**src/rtl/nora_mst_arbiter_pkg.sv**
```systemverilog
// Shared constants and types for the NORA master-port arbiter and its round-robin picker.
package nora_mst_arbiter_pkg;

    localparam int NORA_ADDR_W = 24;
    localparam int NORA_DATA_W = 8;
    localparam int OWNER_W     = 3;

    localparam logic [NORA_DATA_W-1:0] NORA_ERR_DATA = 8'hFF;

    localparam logic [1:0] ST_IDLE  = 2'd0;
    localparam logic [1:0] ST_GRANT = 2'd1;
    localparam logic [1:0] ST_DRAIN = 2'd2;

    // Request as seen by the bus controller; other is already masked by sram.
    typedef struct packed {
        logic [NORA_ADDR_W-1:0] addr;
        logic [NORA_DATA_W-1:0] data;
        logic                   rwn;
        logic                   sram;
        logic                   other;
    } nora_req_t;

endpackage

```
**src/rtl/nora_mst_arbiter_rr_pick.sv**
```systemverilog
// Combinational round-robin picker: first requester at or after ptr, wrapping to the lowest index.
module nora_mst_arbiter_rr_pick
    import nora_mst_arbiter_pkg::*;
#(
    parameter int N = 3
) (
    input  logic [N-1:0]       req,
    input  logic [OWNER_W-1:0] ptr,
    output logic [OWNER_W-1:0] idx,
    output logic               vld
);

    logic [N-1:0]       upper_s;
    logic [OWNER_W-1:0] up_idx_s;
    logic [OWNER_W-1:0] any_idx_s;

    // Requesters at or above the pointer take precedence over wrapped ones.
    always_comb begin
        upper_s   = '0;
        up_idx_s  = '0;
        any_idx_s = '0;
        for (int k = 0; k < N; k++) begin
            upper_s[k] = req[k] & (OWNER_W'(k) >= ptr);
        end
        for (int k = N - 1; k >= 0; k--) begin
            up_idx_s  = upper_s[k] ? OWNER_W'(k) : up_idx_s;
            any_idx_s = req[k]     ? OWNER_W'(k) : any_idx_s;
        end
    end

    assign idx = (|upper_s) ? up_idx_s : any_idx_s;
    assign vld = |req;

endmodule

```
**src/rtl/nora_mst_arbiter.sv**
```systemverilog
// Round-robin sharing of the NORA master port between N_MST masters, one access in flight,
// with a watchdog that aborts accesses the bus controller never acknowledges.
module nora_mst_arbiter
    import nora_mst_arbiter_pkg::*;
#(
    parameter int N_MST       = 3,
    parameter int TIMEOUT_CYC = 255
) (
    input  logic                         clk6x,
    input  logic                         reset,
    input  logic [N_MST-1:0]             m_req_sram_i,
    input  logic [N_MST-1:0]             m_req_other_i,
    input  logic [N_MST-1:0]             m_rwn_i,
    input  logic [N_MST-1:0]             m_lock_i,
    input  logic [NORA_ADDR_W*N_MST-1:0] m_addr_i,
    input  logic [NORA_DATA_W*N_MST-1:0] m_datawr_i,
    output logic [N_MST-1:0]             m_ack_o,
    output logic                         m_err_o,
    output logic [NORA_DATA_W-1:0]       m_datard_o,
    output logic [NORA_ADDR_W-1:0]       nora_mst_addr_o,
    output logic [NORA_DATA_W-1:0]       nora_mst_data_o,
    output logic                         nora_mst_rwn_o,
    output logic                         nora_mst_req_SRAM_o,
    output logic                         nora_mst_req_OTHER_o,
    input  logic                         nora_mst_ack_i,
    input  logic [NORA_DATA_W-1:0]       nora_mst_datard_i,
    output logic                         busy_o,
    output logic [OWNER_W-1:0]           owner_o
);

    localparam int                 CNT_W     = (TIMEOUT_CYC < 2) ? 1 : $clog2(TIMEOUT_CYC + 1);
    localparam logic [CNT_W-1:0]   CNT_LIMIT = CNT_W'(TIMEOUT_CYC);
    localparam logic [CNT_W-1:0]   CNT_MAX   = {CNT_W{1'b1}};
    localparam logic               TMO_EN    = (TIMEOUT_CYC != 0) ? 1'b1 : 1'b0;
    localparam logic [OWNER_W-1:0] LAST_MST  = OWNER_W'(N_MST - 1);

    logic [1:0]         state_r;
    logic [OWNER_W-1:0] ptr_r;
    logic [OWNER_W-1:0] owner_r;
    logic [CNT_W-1:0]   cnt_r;
    logic               lock_r;
    nora_req_t          snap_r;

    logic [N_MST-1:0]   req_s;
    logic [N_MST-1:0]   sel_hot_s;
    logic [N_MST-1:0]   own_hot_s;
    logic [OWNER_W-1:0] pick_idx_s;
    logic [OWNER_W-1:0] sel_s;
    logic               pick_vld_s;
    nora_req_t          snap_s;
    logic               owner_req_s;
    logic               owner_lock_s;
    logic               ack_s;
    logic               tmo_s;
    logic               done_s;
    logic               deliver_s;

    assign req_s = m_req_sram_i | m_req_other_i;

    nora_mst_arbiter_rr_pick #(
        .N (N_MST)
    ) u_pick (
        .req (req_s),
        .ptr (ptr_r),
        .idx (pick_idx_s),
        .vld (pick_vld_s)
    );

    // A relock in DRAIN re-snapshots the current owner instead of the picker's choice.
    assign sel_s = (state_r == ST_DRAIN) ? owner_r : pick_idx_s;

    // One-hot master selection and the request snapshot muxed from it.
    always_comb begin
        snap_s    = '0;
        sel_hot_s = '0;
        own_hot_s = '0;
        for (int k = 0; k < N_MST; k++) begin
            sel_hot_s[k] = (sel_s == OWNER_W'(k));
            own_hot_s[k] = (owner_r == OWNER_W'(k));
            snap_s.addr  = snap_s.addr | ({NORA_ADDR_W{sel_hot_s[k]}} & m_addr_i[k*NORA_ADDR_W +: NORA_ADDR_W]);
            snap_s.data  = snap_s.data | ({NORA_DATA_W{sel_hot_s[k]}} & m_datawr_i[k*NORA_DATA_W +: NORA_DATA_W]);
            snap_s.rwn   = snap_s.rwn  | (sel_hot_s[k] & m_rwn_i[k]);
            snap_s.sram  = snap_s.sram | (sel_hot_s[k] & m_req_sram_i[k]);
            snap_s.other = snap_s.other | (sel_hot_s[k] & m_req_other_i[k] & ~m_req_sram_i[k]);
        end
    end

    assign owner_req_s  = |(own_hot_s & req_s);
    assign owner_lock_s = |(own_hot_s & m_lock_i);

    // Ack beats timeout; a reset cycle never completes an access toward a master.
    assign ack_s     = (state_r == ST_GRANT) & nora_mst_ack_i & ~reset;
    assign tmo_s     = (state_r == ST_GRANT) & ~nora_mst_ack_i & ~reset & TMO_EN & (cnt_r == CNT_LIMIT);
    assign done_s    = ack_s | tmo_s;
    assign deliver_s = done_s & owner_req_s;

    assign m_ack_o = {N_MST{deliver_s}} & own_hot_s;
    assign m_err_o = deliver_s & tmo_s;

    // Read data path back to the winning master.
    always_comb begin
        if (!deliver_s) begin
            m_datard_o = '0;
        end else if (ack_s) begin
            m_datard_o = nora_mst_datard_i;
        end else begin
            m_datard_o = NORA_ERR_DATA;
        end
    end

    // Arbitration FSM, snapshot registers and saturating watchdog.
    always_ff @(posedge clk6x) begin
        if (reset) begin
            state_r <= ST_IDLE;
            ptr_r   <= '0;
            owner_r <= '0;
            cnt_r   <= '0;
            lock_r  <= 1'b0;
            snap_r  <= '0;
        end else begin
            case (state_r)
                ST_IDLE: begin
                    if (pick_vld_s) begin
                        snap_r  <= snap_s;
                        owner_r <= pick_idx_s;
                        cnt_r   <= '0;
                        state_r <= ST_GRANT;
                    end else begin
                        state_r <= ST_IDLE;
                    end
                end
                ST_GRANT: begin
                    if (done_s) begin
                        snap_r.sram  <= 1'b0;
                        snap_r.other <= 1'b0;
                        lock_r       <= owner_lock_s;
                        state_r      <= ST_DRAIN;
                    end else if (cnt_r != CNT_MAX) begin
                        cnt_r <= cnt_r + CNT_W'(1);
                    end else begin
                        cnt_r <= cnt_r;
                    end
                end
                ST_DRAIN: begin
                    if (lock_r && owner_req_s) begin
                        snap_r  <= snap_s;
                        cnt_r   <= '0;
                        state_r <= ST_GRANT;
                    end else begin
                        ptr_r   <= (owner_r == LAST_MST) ? '0 : owner_r + OWNER_W'(1);
                        state_r <= ST_IDLE;
                    end
                end
                default: begin
                    state_r <= ST_IDLE;
                end
            endcase
        end
    end

    assign nora_mst_addr_o      = snap_r.addr;
    assign nora_mst_data_o      = snap_r.data;
    assign nora_mst_rwn_o       = snap_r.rwn;
    assign nora_mst_req_SRAM_o  = snap_r.sram;
    assign nora_mst_req_OTHER_o = snap_r.other;
    assign busy_o               = (state_r != ST_IDLE);
    assign owner_o              = owner_r;

endmodule

```
**config.mk**
```make
export PLATFORM = sky130hd
export DESIGN_NAME = nora_mst_arbiter
export DESIGN_NICKNAME = d
export VERILOG_FILES = /design/src/rtl/nora_mst_arbiter_pkg.sv /design/src/rtl/nora_mst_arbiter_rr_pick.sv /design/src/rtl/nora_mst_arbiter.sv
export SDC_FILE = /design/constraint.sdc
export NUM_CORES = 1
export LEC_CHECK = 0
export ABC_AREA = 1
export CELL_PAD_IN_SITES_DETAIL_PLACEMENT = 1
export CELL_PAD_IN_SITES_GLOBAL_PLACEMENT = 2
export CORE_ASPECT_RATIO = 0.75
export CORE_UTILIZATION = 17
export CTS_CLUSTER_DIAMETER = 200
export DETAILED_ROUTE_END_ITERATION = 7
export HOLD_SLACK_MARGIN = 0.05
export MAX_ROUTING_LAYER = met4
export PLACE_DENSITY = 0.84
export SYNTH_ARGS = -nofsm -noshare
export SYNTH_HDL_FRONTEND = slang
export SYNTH_SLANG_ARGS = --single-unit
```
**constraint.sdc**
```tcl
create_clock -name clk6x -period 1.7 [get_ports clk6x]
set_input_delay 0.255 -clock clk6x [delete_from_list [all_inputs] [get_ports clk6x]]
set_output_delay 0.255 -clock clk6x [all_outputs]
set_load 0.05 [all_outputs]
```
==> results of run 1 <==
## path summary, 6_finish.rpt
kind	start	endpoint	cells after the start	slack (ns)
worst max-delay path	cnt_r[0]	m_ack_o[0]	9	-0.45
worst min register to register	nora_mst_req_OTHER_o	nora_mst_req_OTHER_o	2	0.47
worst min-delay path	nora_mst_req_OTHER_o	nora_mst_req_OTHER_o	2	0.47
worst max register to register	state_r[0]	nora_mst_addr_o[8]	11	-0.04
## worst max-delay path, cell delays in order, from the launching register on
cell and delay, ns:
dfxtp_2 0.35, ha_4 0.15, nand2_4 0.06, nor3_4 0.19, nand4_4 0.12, o21ai_4 0.17, nand2_2 0.08, buf_12 0.16
nor3_4 0.15, buf_12 0.16
## layer usage
metal | GRT usage (%) | part of all wire, % | vias up
met2 | 25.2 | 47 | 138
met5 | - | 0 | -
met3 | 4.46 | 6.8 | 16
li1 | - | - | 2134
met1 | 20.7 | 45 | 1946
met4 | 3.39 | 1.1 | 0
## kinds of logic (layout without fill, tap and decap cells)
family / Yosys count / after routing / share of synthesized area, %
AOI/OAI and AO/OA: 79 / 79 / 14.3
xor gates and xnor gates: 4 / 4 / 1.10
adders and majority gates: 1 / 1 / 0.393
buffers and inverters: 74 / 318 / 11.2
DFF: 51 / 51 / 32.1
other: 1 / 1 / 0.118
and+or+nand+nor: 301 / 302 / 40.8
## power by group through the flow
stage | clock, mW | sequential, mW | combinational (mW)
2_1_floorplan | 0 | 1.84 | 0.722
3_3_place_gp | 0 | 1.43 | 2.02
3_5_place_dp | 0 | 1.44 | 2.04
4_1_cts | 1.11 | 1.41 | 2.31
5_1_grt | 1.16 | 1.43 | 2.78
6_report | 1.05 | 1.41 | 2.62
## what timing repair did
| item | in CTS | in global routing |
|---|---|---|
| gates cloned | 8 | 13 |
| gates resized for setup | 45 | 89 |
| hold buffers | 0 | 0 |
| pin swaps | 20 | 39 |
| setup buffers | 15 | 10 |
| endpoints found under the setup margin | 55 | 56 |
## registers in the layout (all words and copies together) (netlist names)
name	count
ptr_r	3
nora_mst_req_SRAM_o	1
cnt_r	8
nora_mst_data_o	8
owner_o	2
lock_r	1
nora_mst_rwn_o	1
nora_mst_addr_o	24
nora_mst_req_OTHER_o	1
state_r	2
## cells in the mapped netlist
cell        n
nor2_1     65
ha_1        1
buf_2      11
nor2_2      5
o21ai_1     3
nor3_1      3
inv_6       1
nor3_4      1
nor3_2      2
o21ai_0    39
nand3_2     2
nand2_1   162
xor2_1      3
o21ai_4     1
nor2_4      1
inv_2       3
nand3_1    51
nor3b_1     1
buf_6       3
nand2_2     5
inv_1      40
nand4_2     1
a31oi_1    19
a22o_1      1
clkbuf_1    5
conb_1      1
dfxtp_1    51
nor2_8      1
buf_4      10
or2_2       1
a21oi_2     6
clkbuf_2    1
xnor2_1     1
a21oi_1    10
## stage by stage
stage / power, mW / std cells / TNS (ns) / hold slack, ns
2_1_floorplan: 2.56 / 511 / -4.33 / 0.414
3_3_place_gp: 3.46 / 947 / -20.06 / 0.455
3_5_place_dp: 3.48 / 947 / -21.88 / 0.464
4_1_cts: 4.83 / 977 / -5.40 / 0.475
5_1_grt: 5.37 / 998 / -10.53 / 0.497
6_report: 5.08 / 998 / -5.40 / 0.467
## final cells by class
cell class	instances	area share, %
multi-input cells	387	32.3
well taps	242	4.40
clock buffers	5	1.82
flip-flops and latches	51	15.1
repair buffers	266	43.6
clock inverters	3	0.273
inverters	44	2.51
==> impl_metrics.py, run 1 <==
metrics = {
    "status": {
        "outcome": "finished with violations",
        "violations": "negative setup slack",
    },
    "yosys": {
        "ys_warn_count": 0,
        "synth.cell_area_um2": 3190,
        "synth.ff_latch_count": 51,
        "synthDominantCellAreaShare_pct": 32.1,
        "synth.top_cells.by_area": "dfxtp_1, nand2_1, nand3_1",
        "syn-mean-instance-area_um2": 6.23,
        "ys_types": 34,
        "synth_sequential_area_ratio_pct": 32.1,
        "syn_nets": 631,
        "post-synth-top-area-cell": "dfxtp_1",
        "synthesis.instances": 511,
    },
    "drt": {
        "post_drt_via_cell_ratio": 4.24,
        "via_count": 4234,
        "remaining_drc_errors": 0,
        "initialDrtViolationCount": 143,
        "drt_pre_antenna_iters": 4,
        "drt-wirelength-per-cell_um": 16.6,
        "antenna_left": 0,
        "route.final.wire_length_um": 16600,
    },
    "final_layout": {
        "final_nets": 875,
        "layout_cells_sized_above_1_pct": 36.2,
        "filler_cell_count": 2190,
        "final_common_cell": "nand2_1",
        "antenna_cells_inserted": 0,
        "area_growth_pct": 116,
        "most-common-layout-cells": "nand2_1, clkdlybuf4s50_1, buf_4",
        "final_design_utilization_pct": 38.3,
        "multi_input_comb_area_um2": 2220,
        "regArea_um2": 1040,
        "fin_area_um2": 6880,
    },
    "placement": {
        "dp_worst_setup_slack_ns": -0.453,
        "dpl-instance-area_um2": 5650,
        "io_buffers": 168,
        "gpl.final_weighted_congestion": 0.769,
        "detailedPlacementHpwl_um": 10100,
    },
    "power": {
        "combinationalPowerShare_pct": 51.5,
        "power.switching_mw": 2.00,
        "cellLeakagePower_nw": 3.12,
        "p_seq_share_pct": 27.8,
        "p_clk_share_pct": 20.7,
        "power_switching_share_pct": 39.4,
        "vdd.ir_drop.worst_mv": 0.388,
        "power_report.internal_total_mw": 3.08,
        "pwr_density_cell_nw_per_um2": 739,
    },
    "floorplanning": {
        "fp.dieArea_um2": 19300,
        "core_area_um2": 18000,
        "initial_core_util_pct": 17.7,
        "ios": 170,
        "die_width_um": 160,
        "placement_rows": 42,
        "die_y_um": 121,
    },
    "timing": {
        "rsz0062_at_grt": "true",
        "period_minus_slack_ns": 2.15,
        "timing.final.crit_share_pct": 127,
        "slew_viol_final": 0,
        "final-setup-viol-count": 24,
        "finClkSkew_ns": 0.0105,
        "timing.fmax_mhz": 465,
        "final-hold-violation-count": 0,
        "setup_ws_ns": -0.451,
    },
    "grt": {
        "wire_length_of_the_first_global_routing_pass_um": 23200,
        "grt_start_max_net_pins": 41,
        "global_router_s_overall_resource_usage_pct": 16.1,
        "grt.overflow.total": 0,
        "grt_antenna_before_repair": 0,
        "first_global_vias": 4246,
    },
    "min_path": {
        "classification_of_the_worst_slack_hold_path": "register to register",
    },
    "clock_network": {
        "cts_max_path_buffers": 2,
        "root_buffer": "clkbuf_16",
        "worst_skew_pair.late_latency_ns": 0.31,
        "tritoncts": "done",
        "cts_made_buffers": 5,
        "cts.clk_slew.worst_paths_ns": 0.07,
        "clk_sink_count": 51,
        "cts_max_level": 2,
    },
    "worst_setup_path": {
        "crit_type": "register to primary output",
        "timing.critical_path.to_type": "primary output",
        "worstSetupStartpointType": "register",
        "timing.critical_path.required_ns": 1.44,
        "cp.arrival_ns": 1.90,
        "critPathMaxFanout": 11,
    },
    "run": {
        "drv_cap": 0,
    },
}
(Power assumes the default switching activity.)
==> inputs of run 2 (changes only) <==
--- a/config.mk
+++ b/config.mk
@@ -8,13 +8,13 @@
 export ABC_AREA = 1
 export CELL_PAD_IN_SITES_DETAIL_PLACEMENT = 1
 export CELL_PAD_IN_SITES_GLOBAL_PLACEMENT = 2
-export CORE_ASPECT_RATIO = 0.75
 export CORE_UTILIZATION = 17
 export CTS_CLUSTER_DIAMETER = 200
 export DETAILED_ROUTE_END_ITERATION = 7
 export HOLD_SLACK_MARGIN = 0.05
 export MAX_ROUTING_LAYER = met4
 export PLACE_DENSITY = 0.84
+export SETUP_SLACK_MARGIN = 0.05
 export SYNTH_ARGS = -nofsm -noshare
 export SYNTH_HDL_FRONTEND = slang
 export SYNTH_SLANG_ARGS = --single-unit
==> impl_metrics.py, run 2 (same netlist as run 1, synthesis figures left out) <==
metrics = {
    "status": {
        "outcome": "finished with violations",
        "violations": "design-rule violations, negative setup slack",
    },
    "worst_setup_path": {
        "timing.critical_path.slowest_stage_cell": "dfxtp_2",
        "timing.critical_path.required_ns": 1.44,
        "critPathMaxFanout": 11,
        "crit_type": "register to primary output",
        "worstSetupStartpointType": "register",
        "path_cells": "ha_4 -> nand2_4 -> nor3_4 -> nand4_4 -> o21ai_4 -> nand2_2 -> buf_12 -> nor3_4 -> buf_12",
        "max_stage_delay_ns": 0.36,
        "timing.critical_path.to_type": "primary output",
        "cp.arrival_ns": 1.94,
    },
    "clock_network": {
        "worst_skew_pair.late_latency_ns": 0.32,
        "cts_hold_buf": 0,
        "root_buffer": "clkbuf_16",
        "cts_max_path_buffers": 2,
        "cts_max_level": 2,
        "tritoncts": "done",
        "cts.clk_slew.worst_paths_ns": 0.08,
        "clk_sink_count": 51,
        "cts_made_buffers": 5,
    },
    "drt": {
        "antenna_left": 0,
        "via_count": 4535,
        "drt-wirelength-per-cell_um": 18.9,
        "drt_pre_antenna_iters": 6,
        "route.final.wire_length_um": 19100,
        "initialDrtViolationCount": 140,
        "post_drt_via_cell_ratio": 4.49,
        "remaining_drc_errors": 8,
    },
    "timing": {
        "rsz0062_at_grt": "true",
        "final-hold-violation-count": 0,
        "finClkSkew_ns": 0.0112,
        "timing.fmax_mhz": 455,
        "setup_ws_ns": -0.496,
        "timing.final.crit_share_pct": 129,
        "final-setup-viol-count": 56,
        "worstMarginPinSlew_ns": 0.662,
        "period_minus_slack_ns": 2.20,
        "worst_slew_margin_rel_pct": 55.9,
        "slew_viol_final": 0,
    },
    "final_layout": {
        "instances_no_fill": 1011,
        "largest_reg_flops": 24,
        "area_growth_pct": 141,
        "final_common_cell": "clkdlybuf4s50_1",
        "multi_input_comb_area_um2": 2590,
        "final_nets": 902,
        "layout_cells_sized_above_1_pct": 49.9,
        "antenna_cells_inserted": 0,
        "most-common-layout-cells": "clkdlybuf4s50_1, buf_4, nand2_1",
        "regArea_um2": 1040,
        "filler_cell_count": 2109,
    },
    "run": {
        "drv_cap": 0,
    },
    "placement": {
        "io_buffers": 168,
        "detailedPlacementHpwl_um": 9920,
        "gpl.final_weighted_congestion": 0.743,
        "cell_total_after_placement": 926,
        "dp_worst_setup_slack_ns": -0.442,
    },
    "min_path": {
        "classification_of_the_worst_slack_hold_path": "register to register",
    },
    "grt": {
        "first_global_vias": 4807,
        "global_router_s_overall_resource_usage_pct": 19.6,
        "grt.overflow.total": 0,
        "grt_antenna_before_repair": 0,
        "grt_start_max_net_pins": 41,
        "wire_length_of_the_first_global_routing_pass_um": 27800,
    },
    "power": {
        "cellLeakagePower_nw": 3.46,
        "pwr_density_cell_nw_per_um2": 740,
        "vdd.ir_drop.worst_mv": 0.388,
        "power_mw": 5.68,
    },
    "floorplanning": {
        "placement_rows": 49,
        "initial_core_util_pct": 17.6,
        "die_width_um": 139,
        "core_area_um2": 18100,
        "ios": 170,
        "fp.dieArea_um2": 19300,
        "die_y_um": 139,
    },
}
[run 2: what timing repair did]
| action | in CTS | in global routing |
|---|---|---|
| resized for setup | 151 | 156 |
| endpoints found under the setup margin | 57 | 60 |
| buffers inserted | 48 | 21 |
| pin swaps | 45 | 73 |
| gates cloned | 23 | 4 |
[run 2: per-stage QoR]
stage / hold WS [ns] / utilization (%) / TNS, ns / cell area, um2
floorplan: 0.414 / - / -4.36 / 3310
global placement: 0.456 / 30.8 / -18.85 / 5580
detailed placement: 0.463 / 30.8 / -20.11 / 5580
CTS: 0.471 / 39.5 / -10.28 / 7160
global route: 0.497 / 42.3 / -16.20 / 7670
finish: 0.482 / 42.3 / -11.38 / 7670
[run 2: layout make-up]
class | count | share of cell area [%]
inverters | 44 | 2.43
well taps | 229 | 3.73
clock buffers | 7 | 1.73
flip-flops and latches | 51 | 13.5
multi-input cells | 387 | 33.8
repair buffers | 293 | 44.8
[run 2: power breakdown]
group          internal (mW)  total [mW]  switching, mW
logic                   1.53        3.19           1.66
registers               1.33        1.44          0.111
clock network          0.542        1.05          0.506
total                   3.40        5.68           2.28
[run 2: worst paths after layout]
| path | startpoint | end | slack, ns | cells past startpoint |
|---|---|---|---|---|
| setup / recovery | cnt_r[0] | m_ack_o[2] | -0.50 | 9 |
| hold / removal | ptr_r[2] | ptr_r[2] | 0.48 | 2 |
| setup reg to reg | state_r[0] | nora_mst_data_o[4] | -0.20 | 11 |
| hold reg to reg | ptr_r[2] | ptr_r[2] | 0.48 | 2 |
[run 2: critical path, delay by kind of cell (launching register included)]
kind            cells  cell delay (ns)
compound gates      1             0.16
fa+ha+maj           1             0.15
buf+inv             2             0.32
flops               1             0.36
simple gates        5             0.64
[run 2: metal layers]
layer	wire (um)	global-route usage, %	vias up
li1	-	-	2187
met1	8210	23.0	2200
met2	9800	33.7	124
met3	707	3.49	24
met4	413	6.20	0
met5	0	-	-
